`config.mk`:
```
export PLATFORM = sky130hd
export DESIGN_NAME = bpu_update_sched
export DESIGN_NICKNAME = d
export VERILOG_FILES = /design/src/rtl/bpu_update_sched.sv
export SDC_FILE = /design/constraint.sdc
export NUM_CORES = 1
export LEC_CHECK = 0
export ABC_AREA = 1
export CAP_MARGIN = 25
export CORE_MARGIN = 1.5
export CORE_UTILIZATION = 48
export DETAILED_ROUTE_END_ITERATION = 8
export DONT_BUFFER_PORTS = 1
export GPL_TIMING_DRIVEN = 0
export PLACE_DENSITY_LB_ADDON = 0.08
export SYNTH_ARGS = -nofsm -noshare
export SYNTH_HDL_FRONTEND = slang
export SYNTH_SLANG_ARGS = --single-unit
```
`constraint.sdc`:
```
create_clock -name clk -period 12.2 [get_ports clk]
set_input_delay 0 -clock clk [delete_from_list [all_inputs] [get_ports clk]]
set_output_delay 0 -clock clk [all_outputs]
set_load 0.005 [all_outputs]
```
`src/rtl/bpu_update_sched.sv`:
```
// Update-port sequencer for the branch predictor: buffers branch resolutions in a FIFO,
// drains one per cycle, and runs a BTB/PHT invalidate sweep after reset or on request.
module bpu_update_sched #(
   parameter int ADDR_WIDTH  = 32,
   parameter int INDEX_WIDTH = 6,
   parameter int QUEUE_DEPTH = 4
) (
   input  logic                   clk,
   input  logic                   rst,
   input  logic                   resolve_valid,
   input  logic                   resolve_is_branch,
   input  logic [ADDR_WIDTH-1:0]  resolve_pc,
   input  logic [ADDR_WIDTH-1:0]  resolve_target,
   input  logic                   resolve_taken,
   output logic                   resolve_ready,
   input  logic                   inv_req,
   output logic                   upd_valid,
   output logic [ADDR_WIDTH-1:0]  upd_pc,
   output logic [ADDR_WIDTH-1:0]  upd_target,
   output logic                   upd_taken,
   output logic                   upd_clear,
   output logic [INDEX_WIDTH-1:0] upd_index,
   output logic                   pred_enable
);

   localparam int PTR_W = $clog2(QUEUE_DEPTH);
   localparam int CNT_W = PTR_W + 1;

   typedef enum logic {ST_INIT, ST_RUN} state_t;

   typedef struct packed {
      logic [ADDR_WIDTH-1:0] pc;
      logic [ADDR_WIDTH-1:0] target;
      logic                  taken;
   } entry_t;

   state_t                 state, state_nx;
   logic [INDEX_WIDTH-1:0] idx, idx_nx;

   entry_t                 mem [QUEUE_DEPTH];
   logic [PTR_W-1:0]       rd_ptr, wr_ptr;
   logic [CNT_W-1:0]       count;
   logic                   full, empty, push, pop;

   assign full  = (count == CNT_W'(QUEUE_DEPTH));
   assign empty = (count == '0);
   // Acceptance depends on occupancy only: a same-cycle pop never frees a slot early.
   assign push  = resolve_valid & resolve_is_branch & ~full & ~rst;
   assign pop   = (state == ST_RUN) & ~empty & ~rst;

   always_ff @(posedge clk) begin
      if (rst) begin
         state <= ST_INIT;
         idx   <= '0;
      end else begin
         state <= state_nx;
         idx   <= idx_nx;
      end
   end

   always_comb begin
      state_nx = state;
      idx_nx   = idx;
      if (inv_req) begin
         state_nx = ST_INIT;
         idx_nx   = '0;
      end else if (state == ST_INIT) begin
         idx_nx = idx + INDEX_WIDTH'(1);
         if (idx == '1)
            state_nx = ST_RUN;
      end
   end

   always_ff @(posedge clk) begin
      if (rst) begin
         rd_ptr <= '0;
         wr_ptr <= '0;
         count  <= '0;
         for (int unsigned i = 0; i < QUEUE_DEPTH; i++)
            mem[i] <= '0;
      end else begin
         if (push) begin
            mem[wr_ptr] <= '{pc: resolve_pc, target: resolve_target, taken: resolve_taken};
            wr_ptr      <= wr_ptr + PTR_W'(1);
         end
         if (pop)
            rd_ptr <= rd_ptr + PTR_W'(1);
         case ({push, pop})
            2'b10:   count <= count + CNT_W'(1);
            2'b01:   count <= count - CNT_W'(1);
            default: count <= count;
         endcase
      end
   end

   always_comb begin
      resolve_ready = 1'b0;
      upd_valid     = 1'b0;
      upd_clear     = 1'b0;
      upd_index     = '0;
      pred_enable   = 1'b0;
      upd_pc        = '0;
      upd_target    = '0;
      upd_taken     = 1'b0;
      if (!rst) begin
         resolve_ready = ~full;
         upd_pc        = mem[rd_ptr].pc;
         upd_target    = mem[rd_ptr].target;
         upd_taken     = mem[rd_ptr].taken;
         case (state)
            ST_INIT: begin
               upd_clear = 1'b1;
               upd_index = idx;
            end
            ST_RUN: begin
               pred_enable = 1'b1;
               upd_valid   = ~empty;
            end
            default: ;
         endcase
      end
   end

endmodule

```
==> flow_summary.yaml <==
synth:
  yosysSeqAreaShare_pct: 64.5
  synth-async-reset-ratio_pct: 0
  synthFlopType: "edfxtp_1"
  synth_edf_count: 260
  avgSynthCellArea_um2: 9.61
  ys_ff_latch: 276
  synth_cell_types: 24
  synth_fp_nets: 1385
  yosys_warnings: 0
  synth_cells: 1312
  syn_area_mm2: 0.0126
sta:
  hold_violations: 0
  fmax_ghz: 0.391
  fin_crit_sh_pct: 21.0
  rsz0062_at_grt: "no"
  maxSlewHeadroom_pct: 40.8
  fin_tns_setup_ns: 0
  fin_skew_ns: 0.00875
  finalCriticalPeriod_ns: 2.56
  setup_viol: 0
  worstMarginPinSlew_ns: 0.884
  slew_viol_final: 0
  fin_ws_ns: 9.64
finish:
  finalCoreUtilization_pct: 57.3
  area_growth_pct: 17.8
  final_common_cell: "nor2_1"
  final_cell_mix: "nor2_1 (465), edfxtp_1 (260), inv_1 (139), o21ai_0 (129), a21oi_1 (73)"
  nNetsFinal: 1492
  drive_gt1_share_pct: 7.90
clocking:
  cts-resized-gates: 0
  cts_tree: "yes"
  clockBufferDepth: 3
  cts_post_setup_buffers_inserted: 0
  cts.sinks: 276
  clk_pin_slew_ns: 0.06
  hold_buffers: 68
  clk_latency_ns: 0.54
  root_buffer: "clkbuf_16"
  numCtsBuffers: 30
  htree_num_levels: 1
detailed_routing:
  dr.pass1.iters: 5
  route.detailed.drc: 0
  vias_per_cell: 5.25
  top_layer_used: "met4"
  route.met2.wl_um: 16600
  drtAntennaViolNets: 0
  dr_total_vias: 9334
  wl_met1_um: 14100
  wl_met3_um: 2330
  routedWlPerCell_um: 19.0
  wl_um: 33800
  drt_iter0_drc: 742
die:
  coreArea_mm2: 0.0259
  row_count: 59
  die_h_um: 165
  initial_core_util_pct: 48.7
  io_pins: 145
  die-area_mm2: 0.0272
  die_w_um: 165
outcome:
  outcome: "finished clean"
place:
  place_ws_ns: 9.73
  dp.final_hpwl_um: 20800
  port_buffers: 0
  globalplace.congestion: 0.808
global_route:
  antenna_found_initial: 1
  grt_pass1_wl_um: 50700
  grt_usage_pct: 24.9
  grt_max_degree: 47
  grt_pass1_vias: 9083
  overflow: 0
setup_path:
  worstPathArrival_ns: 2.81
  cp_max_fo: 19
  cp-end-kind: "flop"
  r2r_slack_ns: 9.76
  cp.required_ns: 12.45
  path_class: "input pin to flop"
  crit_path_start_kind: "input pin"
pwr:
  p_comb_share_pct: 6.4
  p_seq_share_pct: 52.3
  peakVddDrop_v: 0.000115
  power.density_mw_per_mm2: 141
  clkPwrFrac_pct: 41.3
  p_int_uw: 1620
  switching_share_pct: 22.2
  p_sw_uw: 464
  power_leakage_uw: 0.00547
min_path:
  worstHoldPathType: "input pin to flop"
flow_run:
  maxCapViolCount: 0
-- cell usage after synthesis (all sizes together) (2+ instances only) --
cell type | n | area share, %
nand3 | 9 | 0.44
buf | 48 | 2.1
nand4 | 3 | 0.15
a31oi | 2 | 0.099
o21ai | 136 | 5.4
edfxtp | 260 | 62
nand3b | 2 | 0.12
clkbuf | 40 | 1.2
nor2 | 475 | 15
nand2 | 24 | 0.71
inv | 152 | 4.5
a21oi | 73 | 2.9
nor3 | 68 | 2.7
ha | 2 | 0.20
dfxtp | 16 | 2.5
-- path summary, 6_finish.rpt --
kind,start,end,depth (start not counted)
worst min register to register,state,idx[1],2
worst max-delay path,resolve_is_branch,mem[2][35],9
worst min-delay path,rst,count[2],4
worst max register to register,count[0],mem[2][35],7
-- kinds of logic (layout without fill, tap and decap cells) --
group                    after synthesis  after routing  share of synthesized area, %
AND/OR/NAND/NOR                      582            582                          18.9
flip-flops                           276            276                          64.5
buffers and inverters                240            371                          7.86
AO/OA/AOI/OAI                        211            211                          8.40
adder cells (fa/ha/maj)                3              3                         0.357
other                                  0              1                             0
-- layer usage --
layer / global-route usage [%] / vias up
met1: 32.7 / 4460
met5: 0 / -
met2: 43.5 / 286
li1: - / 4536
met3: 4.15 / 52
met4: 5.28 / 0
-- registers in the layout, summed over array words and instances (netlist names), named ones only --
register / cells
mem: 260
wr_ptr: 2
rd_ptr: 2
idx: 6
state: 1
count: 3
-- stage by stage --
step	std cells	hold slack (ns)	total power (µW)	instance area (µm²)
2_1_floorplan	1312	0.181	1190	12600
3_3_place_gp	1647	0.210	1230	13000
3_5_place_dp	1654	0.213	1230	13200
4_1_cts	1778	0.0608	2100	14800
5_1_grt	1779	0.120	2150	14800
6_report	1779	0.0845	2090	14800
-- critical path, stage by stage --
cell	delay (ns)
dlygate4sd3_1	0.53
nand2_1	0.06
dlygate4sd3_1	0.56
inv_1	0.13
nand3_2	0.20
buf_2	0.28
o21ai_4	0.61
buf_16	0.24
buf_16	0.18
-- final cells by class --
| type | count | area, µm² |
|---|---|---|
| Fill cell | 2285 | 11100 |
| Sequential cell | 276 | 8130 |
| Multi-Input combinational cell | 796 | 3520 |
| Timing Repair Buffer | 75 | 858 |
| Clock buffer | 45 | 848 |
| Inverter | 152 | 573 |
| Buffer | 88 | 420 |
| Tap cell | 335 | 419 |
| Clock inverter | 11 | 78.8 |
| Antenna cell | 1 | 2.50 |
-- power groups by stage --
stage	combinational [µW]	clock (µW)	sequential, µW
2_1_floorplan	72.4	0	1120
3_5_place_dp	117	0	1110
4_1_cts	135	872	1090
5_1_grt	148	906	1100
3_3_place_gp	106	0	1120
6_report	134	862	1090
Note: power is estimated with default switching activity, not from simulation.
